`src/rtl/run_limit_stuff_tx.sv`:
```
// rtl/run_limit_stuff_tx.sv - serializer that stuffs a complement bit after any two equal bits
// Words go out LSB first; the line never carries three equal bits while tx_valid stays high.
module run_limit_stuff_tx #(
  parameter int DATA_W = 8
) (
  input  logic              clk,
  input  logic              rst,
  input  logic [DATA_W-1:0] in_data,
  input  logic              in_valid,
  output logic              in_ready,
  output logic              tx_bit,
  output logic              tx_valid,
  output logic              tx_stuff,
  output logic              busy
);
  localparam int CW = (DATA_W > 1) ? $clog2(DATA_W) : 1;
  localparam logic [CW-1:0] LAST_IDX = CW'(DATA_W - 1);

  typedef enum logic [1:0] {IDLE, SHIFT, STUFF} state_t;

  state_t            state_q;
  logic [DATA_W-1:0] shreg_q;
  logic [CW-1:0]     cnt_q;
  logic [1:0]        run_q;
  logic [1:0]        run_d;
  logic              last_q;
  logic              armed_q;
  logic              cur_bit;
  logic              last_data;
  logic              accept;
  logic              more_data;

  // A stuff bit is always the complement of what was just sent, so it never extends a run.
  assign cur_bit   = (state_q == STUFF) ? ~last_q : shreg_q[cnt_q];
  assign last_data = (state_q == SHIFT) && (cnt_q == LAST_IDX);
  assign in_ready  = ((state_q == IDLE) && armed_q) || last_data;
  assign accept    = in_valid && in_ready;
  assign more_data = (cnt_q != LAST_IDX) || accept;
  assign run_d     = ((cur_bit == last_q) && (run_q != 2'd0)) ? run_q + 2'd1 : 2'd1;

  assign tx_valid  = (state_q != IDLE);
  assign tx_stuff  = (state_q == STUFF);
  assign tx_bit    = tx_valid ? cur_bit : 1'b0;
  assign busy      = tx_valid;

  always_ff @(posedge clk or negedge rst) begin
    if (!rst) begin
      state_q <= IDLE;
      shreg_q <= '0;
      cnt_q   <= '0;
      run_q   <= 2'd0;
      last_q  <= 1'b0;
      armed_q <= 1'b0;
    end else begin
      armed_q <= 1'b1;
      if (accept) begin
        shreg_q <= in_data;
        cnt_q   <= '0;
      end
      unique case (state_q)
        IDLE: begin
          run_q <= 2'd0;
          if (accept) state_q <= SHIFT;
        end
        SHIFT: begin
          run_q  <= run_d;
          last_q <= cur_bit;
          if (cnt_q != LAST_IDX) cnt_q <= cnt_q + CW'(1);
          // Stuff only when a data bit follows; a frame never ends on a stuff bit.
          if (!more_data) state_q <= IDLE;
          else if (run_d == 2'd2) state_q <= STUFF;
          else state_q <= SHIFT;
        end
        STUFF: begin
          run_q   <= run_d;
          last_q  <= cur_bit;
          state_q <= SHIFT;
        end
        default: state_q <= IDLE;
      endcase
    end
  end
endmodule

```
`config.mk`:
```
export PLATFORM = sky130hd
export DESIGN_NAME = run_limit_stuff_tx
export DESIGN_NICKNAME = d
export VERILOG_FILES = /design/src/rtl/run_limit_stuff_tx.sv
export SDC_FILE = /design/constraint.sdc
export NUM_CORES = 1
export LEC_CHECK = 0
export ABC_AREA = 1
export BUFFER_PORTS_ARGS = -buffer_cell sky130_fd_sc_hd__buf_4
export CAP_MARGIN = 20
export CORE_MARGIN = 1.5
export CORE_UTILIZATION = 54
export CTS_CLUSTER_SIZE = 20
export DETAILED_ROUTE_END_ITERATION = 16
export PLACE_DENSITY = 0.85
export SYNTH_ARGS = -nofsm -noshare
export SYNTH_HDL_FRONTEND = slang
export SYNTH_SLANG_ARGS = --single-unit
```
`constraint.sdc`:
```
create_clock -name clk -period 2.06 [get_ports clk]
set_input_delay 0.103 -clock clk [delete_from_list [all_inputs] [get_ports clk]]
set_output_delay 0.103 -clock clk [all_outputs]
set_load 0.005 [all_outputs]
```
Yosys cells after proc, flatten, opt, wreduce, memory -nomap -nowiden
Cells that the tools add are included.
{"block": "classes", "n_reduce_logical": 11, "eq_ne": 7, "bitwise": 1, "n_mux": 13, "n_addsub": 2, "n_lt_le_gt_ge": 1}
{"operator": "two-way mux 3 bit", "n": 3}
{"operator": "two-way mux 2 bit", "n": 4}
{"operator": "one-hot mux 2 bit (3 select lines)", "n": 1}
{"operator": "nonzero test 2 bit", "n": 3}
{"operator": "== test 2 bit (second input constant)", "n": 2}
{"operator": "logical AND 1 bit", "n": 4}
{"operator": "less-than comparator 3 x 4 -> 1 bit (second input constant)", "n": 1}
{"operator": "one-hot mux 2 bit (2 select lines)", "n": 1}
{"operator": "adder 3 x 1 -> 3 bit (second input constant)", "n": 1}
{"operator": "binary-select mux 1 bit (select 3 bit)", "n": 1}
{"operator": "== test 3 bit (second input constant)", "n": 1}
{"operator": "two-way mux 1 bit", "n": 3}
{"operator": "!= test 3 bit (second input constant)", "n": 1}
{"operator": "adder 2 x 1 -> 2 bit (second input constant)", "n": 1}
{"operator": "== test 2 x 1 -> 1 bit (second input constant)", "n": 1}
{"operator": "logical NOT 2 bit", "n": 1}
{"operator": "logical OR 1 bit", "n": 2}
{"operator": "!= test 2 bit (second input constant)", "n": 1}
{"operator": "OR reduction 2 bit", "n": 1}
{"operator": "== test 1 bit", "n": 1}
{"operator": "inverter 1 bit", "n": 1}
{"block": "word_totals", "out_inout_bits": 5, "inputBits": 11, "register_bits": 17, "word_cells": 41}

Longest topological paths before layout
Gate-level depths: netlist of run 1.
{"block": "logic_depth", "depth_word": 10, "ltp_mapped": 12, "depth_no_buf": 12}

Least setup slack after synthesis of run 1
No wires, ideal clock.
{"block": "synth_timing", "path_kind": "flip-flop to flip-flop", "from": "register cnt_q[0]", "to": "register shreg_q[5]", "setup_ns": 0.078, "period_less_slack_ns": 1.632, "required_time_ns": 1.982, "path_stages_with_launch": 9, "setup_slack_ns": 0.428, "arrival_time_ns": 1.554, "path_buffers": 1, "path_cell_list": "dfrtp_1 > ha_1 > ha_1 > inv_1 > o21ai_2 > nand2_1 > clkbuf_1 > nor2_1 > a21oi_1"}
{"block": "synth_between", "elab_chain_len": 4}
{"item": "start, declared", "line": "23", "text": "logic [CW-1:0] cnt_q;"}
{"item": "start signal, assigned", "line": "68", "text": "if (cnt_q != LAST_IDX) cnt_q <= cnt_q + CW'(1);"}
{"item": "== test 3 bit", "line": "35", "text": "assign last_data = (state_q == SHIFT) && (cnt_q == LAST_IDX);"}
{"item": "logical AND 1 bit", "line": "35"}
{"item": "logical OR 1 bit", "line": "36", "text": "assign in_ready = ((state_q == IDLE) && armed_q) || last_data;"}
{"item": "named net in_ready", "line": "10", "text": "output logic in_ready,"}
{"item": "logical AND 1 bit", "line": "37", "text": "assign accept = in_valid && in_ready;"}
{"item": "end signal, assigned", "line": "57", "text": "shreg_q <= in_data;"}
{"item": "end, declared", "line": "22", "text": "logic [DATA_W-1:0] shreg_q;"}
The timed path passes the listed nets, and every way through them passes these cells.
A chain may end at the register's enable or synchronous reset.

Worst setup path after layout of run 1
{"block": "layout_timing", "from": "register state_q[0]", "to": "output port tx_bit"}
{"block": "layout_between", "elab_chain_len": 3, "elab_cells_between_ends": 4, "classes_between": "1 x eq/ne; 2 x mux; 1 x reduce/logical"}
{"item": "start, declared", "line": "21", "text": "state_t state_q;"}
{"item": "start signal, assigned", "line": "48", "text": "state_q <= IDLE;"}
{"item": "start signal, assigned", "line": "63", "text": "if (accept) state_q <= SHIFT;"}
{"item": "start signal, assigned", "line": "70", "text": "if (!more_data) state_q <= IDLE;"}
{"item": "== test 2 bit", "line": "34", "text": "assign cur_bit = (state_q == STUFF) ? ~last_q : shreg_q[cnt_q];"}
{"item": "two-way mux 1 bit", "line": "34"}
{"item": "two-way mux 1 bit (*)", "line": "43", "text": "assign tx_bit = tx_valid ? cur_bit : 1'b0;"}
{"item": "end, declared", "line": "11", "text": "output logic tx_bit,"}
Every way passes the cells marked *; elsewhere a longest branch is shown, timed or not.

==> results.md, run 1 <==
* Number of synthesized flops with an enable pin at 0
* Top post-synthesis cells by area: dfrtp_1, nand2_1, ha_1, inv_1, a21oi_1
* Number of post-CTS setup repair buffers at 0
* Yosys warns at 0
* Antenna-violating nets left at 0
* Skew-Pair Late Insertion Delay at 0.30 ns
* Cells after synthesis at 121
* GR Util All Layers at 19.28%
* CP required at 1.96 ns
* Final #Nets at 159
* Cell chain of the critical path: inv_1 > ha_1 > inv_1 > nand3_4 > o21ai_0 > inv_1 > nor2_1 > buf_4
* First-pass GRT wire length at 2.898 mm
* Max IR drop VDD at 789.6 uV
* Width of the die at 45.89 um
* Worst setup SP type: flip-flop
* CP max-delay cell: dfrtp_1
* Asr flop ratio synth at 100.0%
* Final Non-Filler Cells at 165
* Setup TNS at 0 ns
* WL per Instance at 10.78 um
* Fin crit period at 1.722 ns
* Area Overhead vs Synth at 17.88%
* Number of global-route vias before repair at 754
* Clock sinks at 17
* Static Leak at 0.0006185 uW
* # port buffers at 15
* Final setup fails at 0
* Worst path depth at 8
* DP HPWL at 1.380 mm
* Synth top cells by count: nand2_1, inv_1, dfrtp_1, nor2_1, a21oi_1
* Io pins at 16
* Detailed-route DRC error count at 0
* Diodes inserted at 0
* Dominant cell type by area after synthesis: dfrtp_1
* CTS tree: yes
* 1st-pass router iterations at 4
* Kind of cell adding the most delay to the critical path: flip-flops
* Final Max Slew Viols at 0
* Largest net degree at the start of global routing at 18
* Max Clock Freq at 580.7 MHz
* Core Region at 1727 um^2
* Critical path type: flip-flop to output pin
* R2R depth at 8
* RSZ-0062 raised after global routing: false
* Yosys top cell area share at 42.82%
* Most frequent cell after synthesis: nand2_1
* Number of placed instances, taps included at 160
* Register bit count reported by yosys at 17
* Crit path capture type: output pin
* Post-synth top flop: dfrtp_1
* Clock root cell: clkbuf_4
* Hold Path Depth at 3
* Arrival time at the worst endpoint at 1.62 ns
* Max Cap Violations at 0
* DP Area at 1134 um^2
* WP buf/inv at 4
* Tcrit/Tclk final at 83.60%
* Hold crit path type: input pin to flip-flop
* Routed wire length at 1.778 mm
* Cell Pwr Density at 1513 nW/um^2
* Cell Area, Synth at 993.5 um^2
* Most used cell, CP: inv_1
* Initial Util at 57.54%
* Via/cell ratio at 4.818
* Count of cell types in the netlist at 22
* Grt ovf at 0
* Iter 0 DRT Violations at 15
* Critical path fanouts, max at 4
* Gpl congestion at 0.7486
* Die Height at 45.89 um
* Syn nets at 139
* CTS Buffer Depth at 2
* Die area at 2106 um^2
* Detailed-route via count at 795
* Final hold viol count at 0
* Initial antenna violation count at 0
* Status: finished clean
* Post-synthesis sequential area ratio at 42.82%
* H-Tree Level Count at 1
* Finished Cell Area at 1171 um^2
* Final Power at 1772 uW
* Worst clock skew at 0.004880 ns
* FP Rows at 15
* Max incr delay on CP at 0.42 ns
* Synth Area per Inst at 8.210 um^2
* Register clock-pin slew on the reported worst setup and hold paths at 0.10 ns
* CTS Buf Count at 3
* Layout cells sized above 1 at 23.57%
[layout by cell type (no fill, tap or decap), types with 2 or more instances in the layout]
cell type and count:
a21oi_1 10, buf_4 16, clkbuf_4 3, dfrtp_1 17, ha_1 7, inv_1 21, nand2_1 25, nand3_1 2
nand3_2 5, nor2_1 13, o21ai_0 6, o21ai_1 3
[stage by stage]
step,hold WS [ns],utilization (%),setup slack [ns]
floorplan,-0.1926,-,0.4282
global placement,-0.02289,65.65,0.4604
detailed placement,-0.01975,65.65,0.4071
CTS,0.03912,67.83,0.3260
global route,0.06183,67.83,0.2249
finish,0.04390,67.83,0.3379
[what timing repair did]
| action | CTS | global route |
|---|---|---|
| setup endpoints to repair | 0 | 0 |
| resized for setup | 0 | 0 |
| hold buffers | 1 | 0 |
| endpoints found under the hold margin | 17 | 0 |
[state kept, by name, indices dropped and copies added, names as in the netlist]
register  cells
last_q        1
armed_q       1
state_q       2
run_q         2
shreg_q       8
cnt_q         3
[final timing paths]
| check | startpoint | endpoint | slack (ns) |
|---|---|---|---|
| max | state_q[0] | tx_bit | 0.34 |
| max in group asynchronous | rst | armed_q | 1.67 |
| max reg2reg | cnt_q[0] | cnt_q[1] | 0.38 |
| min | in_data[1] | shreg_q[1] | 0.04 |
| min in group asynchronous | rst | shreg_q[6] | 0.20 |
| min reg2reg | shreg_q[1] | shreg_q[1] | 0.52 |
[routing by layer]
metal / track usage (%) / share of wire (%)
met3: 2.381 / 2.4
met4: 10.29 / 2.6
met5: 0 / 0
met1: 24.38 / 47
met2: 31.67 / 48
[power by group]
group,total [uW],leakage [uW],switching (uW),internal (uW)
Combinational,1010,0.000406,589,425
Clock,181,0.0000177,109,72.4
Sequential,577,0.000195,99.1,478
Total,1770,0.000619,796,975
[area by class of cell]
class / count / area [um^2]
clock inverters: 1 / 5.005
multi-input cells: 80 / 474.2
well taps: 25 / 31.28
repair buffers: 17 / 130.1
inverters: 22 / 82.58
clock buffers: 3 / 22.52
fillers: 155 / 555.5
flip-flops and latches: 17 / 425.4
[cells by family after synthesis]
kind of cell	synth area share, %
AND/OR/NAND/NOR	24.69
buffers and inverters	9.446
AO/OA/AOI/OAI	13.85
flip-flops	42.82
adder cells (fa/ha/maj)	8.816
other	0.3775
[worst register-to-register path, cell delays in order, from the launching register on]
cell,delay [ns]
dfrtp_1,0.45
ha_1,0.22
ha_1,0.21
inv_1,0.09
o21ai_2,0.07
nand2_1,0.06
buf_4,0.19
o21ai_0,0.15
o21ai_0,0.17
(Power assumes the default switching activity.)
==> run 2: changes to the inputs <==
--- a/config.mk
+++ b/config.mk
@@ -5,14 +5,14 @@
 export SDC_FILE = /design/constraint.sdc
 export NUM_CORES = 1
 export LEC_CHECK = 0
-export ABC_AREA = 1
+export ABC_AREA = 0
 export BUFFER_PORTS_ARGS = -buffer_cell sky130_fd_sc_hd__buf_4
 export CAP_MARGIN = 20
 export CORE_MARGIN = 1.5
-export CORE_UTILIZATION = 54
+export CORE_UTILIZATION = 48
 export CTS_CLUSTER_SIZE = 20
 export DETAILED_ROUTE_END_ITERATION = 16
-export PLACE_DENSITY = 0.85
+export PLACE_DENSITY = 0.8
 export SYNTH_ARGS = -nofsm -noshare
 export SYNTH_HDL_FRONTEND = slang
 export SYNTH_SLANG_ARGS = --single-unit
==> constraint.sdc (replaced) <==
create_clock -name clk -period 1.51 [get_ports clk]
set_input_delay 0.0755 -clock clk [delete_from_list [all_inputs] [get_ports clk]]
set_output_delay 0.0755 -clock clk [all_outputs]
set_load 0.005 [all_outputs]
==> run 2 against run 1 <==
The flow now finishes with violations (setup timing). Sequential cell count did not move. Power is 45% higher. Synthesized cell count down 32%. Critical path type unchanged. Critical endpoint unchanged. Largest power group unchanged. Highest routed layer unchanged.
==> results.md, run 2 <==
* Iter 0 DRT Violations at 7 (-8)
* FF-to-FF Start: cnt_q[0]
* Crit path capture type: output pin
* Number of global-route vias before repair at 704 (-6.6%)
* Yosys top cell area share at 44.74% (+1.9 points)
* Routed wire length at 1.748 mm (-1.7%)
* Finished Cell Area at 1222 um^2 (+4.4%)
* Top post-synthesis cells by area: dfrtp_1, mux2_2, ha_1, mux4_1, o21ai_0
* Register clock-pin slew on the reported worst setup and hold paths at 0.09 ns (about the same)
* R2R depth at 6 (-2)
* WP buf/inv at 1 (-3)
* Hold Path Depth at 2 (-1)
* Max reg flops at 8 (unchanged)
* Arrival time at the worst endpoint at 1.71 ns (+0.09 ns)
* Final core occ at 67.85% (about the same)
* Fin crit period at 1.782 ns
* CTS tree: yes
* WHS Endpoint: shreg_q[5]
* Core Region at 1802 um^2 (+4.3%)
* H-Tree Level Count at 1 (unchanged)
* Detailed-route DRC error count at 0 (unchanged)
* Post-synth top flop: dfrtp_1
* Gpl congestion at 0.8445 (+13%)
* RSZ-0062 raised after global routing: true
* CP required at 1.43 ns (-0.53 ns)
* Final setup fails at 17 (+17)
* 1st-pass router iterations at 4 (unchanged)
* Layout cells sized above 1 at 43.52% (+20 points)
* Asr flop ratio synth at 100.0% (unchanged)
* Syn nets at 100 (-28%)
* Met2 routed WL at 938 um (+10%)
* Clock sinks at 17 (unchanged)
* Synth Area per Inst at 11.60 um^2 (+41%)
* Antenna-violating nets left at 0 (unchanged)
* WL per Instance at 13.14 um (+22%)
* FP Rows at 15 (unchanged)
* Io pins at 16 (unchanged)
* Diodes inserted at 0 (unchanged)
* Cell chain of the critical path: mux4_2 > mux2i_4 > mux2_4 > nor2_2 > buf_4
* Biggest registers after layout: shreg_q x8, cnt_q x3
* Critical path type: flip-flop to output pin
* Most frequent cell after synthesis: dfrtp_1
* Skew-Pair Late Insertion Delay at 0.29 ns (about the same)
* Worst setup SP type: flip-flop
* Initial Util at 52.78% (-4.8 points)
* Dominant cell type by area after synthesis: dfrtp_1
* Max Clock Freq at 561.2 MHz
* Status: finished, violations left
* Tcrit/Tclk final at 118.0%
* Most flop-heavy register: shreg_q
* Die area at 2257 um^2 (+7.2%)
* DR top layer: met4
* Kind of cell adding the most delay to the critical path: multiplexers
* GR Util All Layers at 19.24% (-0.041 points)
* Max IR drop VDD at 1209 uV (+53%)
* Detailed-route via count at 695 (-13%)
* Flop-to-flop setup slack at -0.22 ns (-0.60 ns)
* Register bit count reported by yosys at 17 (unchanged)
* Failing checks: setup timing
* DP HPWL at 1.344 mm (-2.7%)
* Max incr delay on CP at 0.53 ns (+0.11 ns)
* Number of synthesized flops with an enable pin at 0 (unchanged)
* Static Leak at 0.0005490 uW (-11%)
* PnR worst setup slack at -0.2719 ns (-0.6099 ns)
* Post-synthesis sequential area ratio at 44.74% (+1.9 points)
* Setup TNS at -3.016 ns (-3.016 ns)
* Routed wl met3 at 59 um (+37%)
* Final #Nets at 127 (-20%)
* CTS Buf Count at 3 (unchanged)
* Count of cell types in the netlist at 28 (+27%)
* CP max-delay cell: mux4_2
* Width of the die at 47.51 um (+3.5%)
* Commonest non-fill, non-tap cell in the layout: buf_4
* Largest net degree at the start of global routing at 18 (unchanged)
* Leading cell types in the layout, fill and taps excluded: buf_4, dfrtp_1, mux2_2, inv_1, ha_1
* Initial antenna violation count at 0 (unchanged)
* # port buffers at 15 (unchanged)
* DP Area at 1132 um^2 (-0.11%)
* First-pass GRT wire length at 2.967 mm (+2.4%)
* Hold_sp: in_data[5]
* Final hold viol count at 0 (unchanged)
* Worst clock skew at 0.003101 ns (-0.001779 ns)
* Yosys warns at 0 (unchanged)
* Max Cap Violations at 0 (unchanged)
* Cells after synthesis at 82 (-32%)
* Reg2reg end: shreg_q[6]
* Metal1 wirelength at 746 um (-11%)
* Clock root cell: clkbuf_4
* Area Overhead vs Synth at 28.55%
* Via/cell ratio at 5.226 (+8.5%)
* Critical path fanouts, max at 3 (-1)
* Grt ovf at 0 (unchanged)
* Cell Area, Synth at 950.9 um^2 (-4.3%)
* Final Max Slew Viols at 0 (unchanged)
* CTS Buffer Depth at 2 (unchanged)
* Hold crit path type: input pin to flip-flop
* Die Height at 47.51 um (+3.5%)
* Synth top cells by count: dfrtp_1, mux2_2, ha_1, inv_1, o21ai_0
* Cell Pwr Density at 2098 nW/um^2 (+39%)
[run 2: cell count changes after synthesis, sizes merged, moves of 2 or more]
cell    previous run  this run
mux4               0         2
mux2               0        10
o31ai              0         2
inv               22         7
nand2             26         4
nor2              13         3
nand2b             0         2
nand3              8         4
o21ai             10         6
mux2i              0         2
a21oi             11         2
[run 2: report_power, final]
part           switching, uW  internal, uW  total [uW]  leakage, uW
Combinational            648           858        1510     0.000327
Sequential               154           666         820     0.000207
Clock                    137           103         239    0.0000150
[run 2: layer usage]
layer | track usage [%] | vias up
li1 | - | 341
met1 | 22.06 | 336
met2 | 35.41 | 16
met3 | 3.774 | 2
met4 | 6.667 | 0
met5 | 0 | -
[run 2: layout make-up]
type / instances / area [um^2]
fill: 144 / 579.3
multi-input combinational: 56 / 529.3
sequential: 17 / 426.7
timing repair buffer: 24 / 182.7
tap: 25 / 31.28
clock buffer: 4 / 26.28
inverter: 7 / 26.28
[run 2: cell families after synthesis]
logic type	Yosys count	share of synthesized area, %
and+or+nand+nor	18	9.869
DFF	17	44.74
AOI/OAI and AO/OA	15	10.13
muxes	14	20.79
buffers and inverters	9	3.948
adders and majority gates	7	9.210
other	1	0.3944
xor gates and xnor gates	1	0.9212
[run 2: metrics by stage]
stage | setup WS, ns | hold WS [ns] | power, uW | instances
after floorplan | -0.1757 | -0.2201 | 1758 | 82
after global placement | -0.1544 | -0.05121 | 2085 | 124
after detailed placement | -0.2421 | -0.04970 | 2158 | 124
after CTS | -0.2994 | 0.002570 | 2529 | 131
after global routing | -0.3525 | 0.003264 | 2772 | 133
final | -0.2719 | 0.01223 | 2565 | 133
[run 2: worst max path at each step]
stage               slack [ns]  startpoint          to  depth (start not counted)
finish                   -0.27    cnt_q[0]      tx_bit                          5
CTS                      -0.30    cnt_q[0]      tx_bit                          5
global route             -0.35    cnt_q[0]      tx_bit                          5
detailed placement       -0.24    cnt_q[0]  state_q[1]                          4
floorplan                -0.18    cnt_q[1]  shreg_q[0]                          6
global placement         -0.15    cnt_q[0]  state_q[1]                          4
[run 2: repair_timing]
action / 4_1_cts / 5_1_grt
gates resized for setup: 5 / 4
pin swaps: 1 / 0
hold endpoints to repair: 17 / 0
hold buffers: 1 / 0
setup endpoints to repair: 14 / 19
setup buffers: 2 / 2
==> run 3: changes to the inputs <==
--- a/config.mk
+++ b/config.mk
@@ -5,14 +5,14 @@
 export SDC_FILE = /design/constraint.sdc
 export NUM_CORES = 1
 export LEC_CHECK = 0
-export ABC_AREA = 0
+export ABC_AREA = 1
 export BUFFER_PORTS_ARGS = -buffer_cell sky130_fd_sc_hd__buf_4
 export CAP_MARGIN = 20
 export CORE_MARGIN = 1.5
-export CORE_UTILIZATION = 48
+export CORE_UTILIZATION = 49
 export CTS_CLUSTER_SIZE = 20
 export DETAILED_ROUTE_END_ITERATION = 16
-export PLACE_DENSITY = 0.8
+export PLACE_DENSITY = 0.81
 export SYNTH_ARGS = -nofsm -noshare
 export SYNTH_HDL_FRONTEND = slang
 export SYNTH_SLANG_ARGS = --single-unit
==> run 3 against run 2 <==
The flow still finishes with violations (setup timing). Clock skew rose by 0.0092 ns. Global-route usage is 1.7 points higher. Sequential cell count unchanged.
==> results.md, run 3 (same netlist as run 1, synthesis figures left out) <==
* Via/cell ratio at 5.294 (+1.3%)
* Met2 Resource Use GR at 37.07% (+1.7 points)
* CTS Buf Count at 3 (unchanged)
* Sequential share of power at 22.6% (-9.4 points)
* GR Util All Layers at 20.96% (+1.7 points)
* Die Height at 48.03 um (+1.1%)
* Biggest registers after layout: shreg_q x8, cnt_q x3
* Detailed-route DRC error count at 0 (unchanged)
* Final Max Slew Viols at 0 (unchanged)
* Critical path fanouts, max at 5 (+2)
* Number of global-route vias before repair at 861 (+22%)
* Max Clock Freq at 576.6 MHz (+2.7%)
* Max Cap Violations at 0 (unchanged)
* Core Region at 1942 um^2 (+7.8%)
* Max reg flops at 8 (unchanged)
* Clock sinks at 17 (unchanged)
* Clock root cell: clkbuf_4
* First-pass GRT wire length at 3.318 mm (+12%)
* FP Rows at 16 (+1)
* Worst clock skew at 0.01228 ns (+0.009175 ns)
* Detailed-route via count at 953 (+37%)
* RSZ-0062 raised after global routing: true
* Cell Pwr Density at 2293 nW/um^2 (+9.3%)
* Grt ovf at 0 (unchanged)
* Final #Nets at 172 (+35%)
* Net Sw Power at 1632 uW (+74%)
* PnR worst setup slack at -0.2243 ns (+0.04760 ns)
* Fillers at 121 (-16%)
* Final hold viol count at 0 (unchanged)
* Final setup fails at 15 (-2)
* Most used cell, CP: nand2_1
* Sw frac at 47.49% (+11 points)
* Area Overhead vs Synth at 50.88%
* Pint at 1805 uW (+11%)
* Iter 0 DRT Violations at 32 (+25)
* Routed wire length at 2.785 mm (+59%)
* Tcrit/Tclk final at 114.9% (-3.2 points)
* Crit path capture type: flip-flop
* Critical path type: flip-flop to flip-flop
* Multi-input combinational cell area at 650.6 um^2 (+23%)
* Combinational share of power at 69.8% (+11 points)
* Antenna-violating nets left at 0 (unchanged)
* DP Area at 1181 um^2 (+4.3%)
* WL per Instance at 15.47 um (+18%)
* Flip-flop and latch area at 425.4 um^2 (-0.29%)
* CP required at 1.70 ns (+0.27 ns)
* Width of the die at 48.03 um (+1.1%)
* Failing checks: setup timing
* H-Tree Level Count at 1 (unchanged)
* Die area at 2306 um^2 (+2.2%)
* Initial antenna violation count at 0 (unchanged)
* Leading cell types in the layout, fill and taps excluded: buf_4, nand2_1, dfrtp_1, inv_1
* Cell chain of the critical path: buf_6 > nand2_1 > nand3_4 > nand3_2 > nand3_4 > buf_6 > a21oi_4 > nand4_4 > nand2_1 > nand2_1 > nand2_1 > nand2_1
* Arrival time at the worst endpoint at 1.93 ns (+0.22 ns)
* DP HPWL at 1.536 mm (+14%)
* Largest net degree at the start of global routing at 18 (unchanged)
* Worst setup SP type: flip-flop
* Met3 usage at 3.019% (-0.75 points)
* Grt met1 use at 25.53% (+3.5 points)
* Most flop-heavy register: shreg_q
* # port buffers at 15 (unchanged)
* Diodes inserted at 0 (unchanged)
* Status: finished, violations left
* 1st-pass router iterations at 4 (unchanged)
* Clock network power share at 7.6% (-1.7 points)
* Max incr delay on CP at 0.41 ns (-0.12 ns)
* Skew-Pair Late Insertion Delay at 0.30 ns (about the same)
* Hold crit path type: input pin to flip-flop
* Layout cells sized above 1 at 50.98% (+7.5 points)
* CTS Buffer Depth at 2 (unchanged)
* Finished Cell Area at 1499 um^2 (+23%)
* Grt peak-use layer: met2
* CP max-delay cell: dfrtp_1
* Max IR drop VDD at 1377 uV (+14%)
* Static Leak at 0.0007403 uW (+35%)
* Register clock-pin slew on the reported worst setup and hold paths at 0.12 ns (+0.03 ns)
* Hold_ws at 0.01088 ns (-0.001350 ns)
* Fin crit period at 1.734 ns (-0.04760 ns)
* CTS tree: yes
* Io pins at 16 (unchanged)
* Initial Util at 51.16% (-1.6 points)
* Gpl congestion at 0.7482 (-11%)
* Pre-CTS setup slack at -0.03013 ns (+0.2119 ns)
* Commonest non-fill, non-tap cell in the layout: buf_4
## run 3: layout make-up
| type | count | area share, % |
|---|---|---|
| clock buffer | 3 | 1.503 |
| clock inverter | 1 | 0.5008 |
| inverter | 22 | 6.344 |
| multi-input combinational | 80 | 43.41 |
| sequential | 17 | 28.38 |
| tap | 27 | 2.254 |
| timing repair buffer | 30 | 17.61 |
## run 3: metal layers
layer,wire length [um],vias to the layer above,part of all wire [%]
li1,-,446,-
met1,1198,450,43
met2,1330,47,48
met3,173,10,6.2
met4,82,0,2.9
met5,0,-,0
## run 3: timing repair
| action | 4_1_cts | 5_1_grt |
|---|---|---|
| setup endpoints to repair | 4 | 17 |
| pin swaps | 6 | 11 |
| buffers inserted | 5 | 1 |
| hold buffers | 1 | 0 |
| hold endpoints to repair | 17 | 0 |
| gates resized for setup | 18 | 43 |
| cloned | 0 | 1 |
## run 3: worst max-delay path: cells and delay by family, from the launching register on
kind / cells / cell delay, ns
AND/OR/NAND/NOR: 9 / 0.75
flip-flops: 1 / 0.41
buffers and inverters: 2 / 0.27
AO/OA/AOI/OAI: 1 / 0.18
## run 3: per-stage QoR
step / cells / power, uW / utilization (%) / TNS (ns)
3_5_place_dp: 168 / 2305 / 60.82 / -0.03013
5_1_grt: 180 / 3636 / 77.19 / -2.050
3_3_place_gp: 168 / 2228 / 60.82 / 0
2_1_floorplan: 121 / 1835 / - / -0.04797
4_1_cts: 178 / 2815 / 67.85 / -0.2361
6_report: 180 / 3436 / 77.19 / -1.072
## run 3: final timing paths
| kind | from | endpoint | slack, ns | cells after the start |
|---|---|---|---|---|
| max in group asynchronous | rst | state_q[0] | 1.13 | 2 |
| setup reg to reg | cnt_q[0] | state_q[0] | -0.22 | 12 |
| min in group asynchronous | rst | shreg_q[6] | 0.17 | 2 |
| setup / recovery | cnt_q[0] | state_q[0] | -0.22 | 12 |
| hold / removal | in_data[6] | shreg_q[6] | 0.01 | 3 |
| hold reg to reg | shreg_q[7] | shreg_q[7] | 0.55 | 2 |
## run 3: power by group through the flow
stage / combinational, uW / sequential, uW / clock (uW)
after floorplan: 1070 / 769 / 0
after global placement: 1470 / 758 / 0
after detailed placement: 1530 / 770 / 0
after CTS: 1800 / 761 / 258
after global routing: 2570 / 794 / 275
final: 2400 / 777 / 262
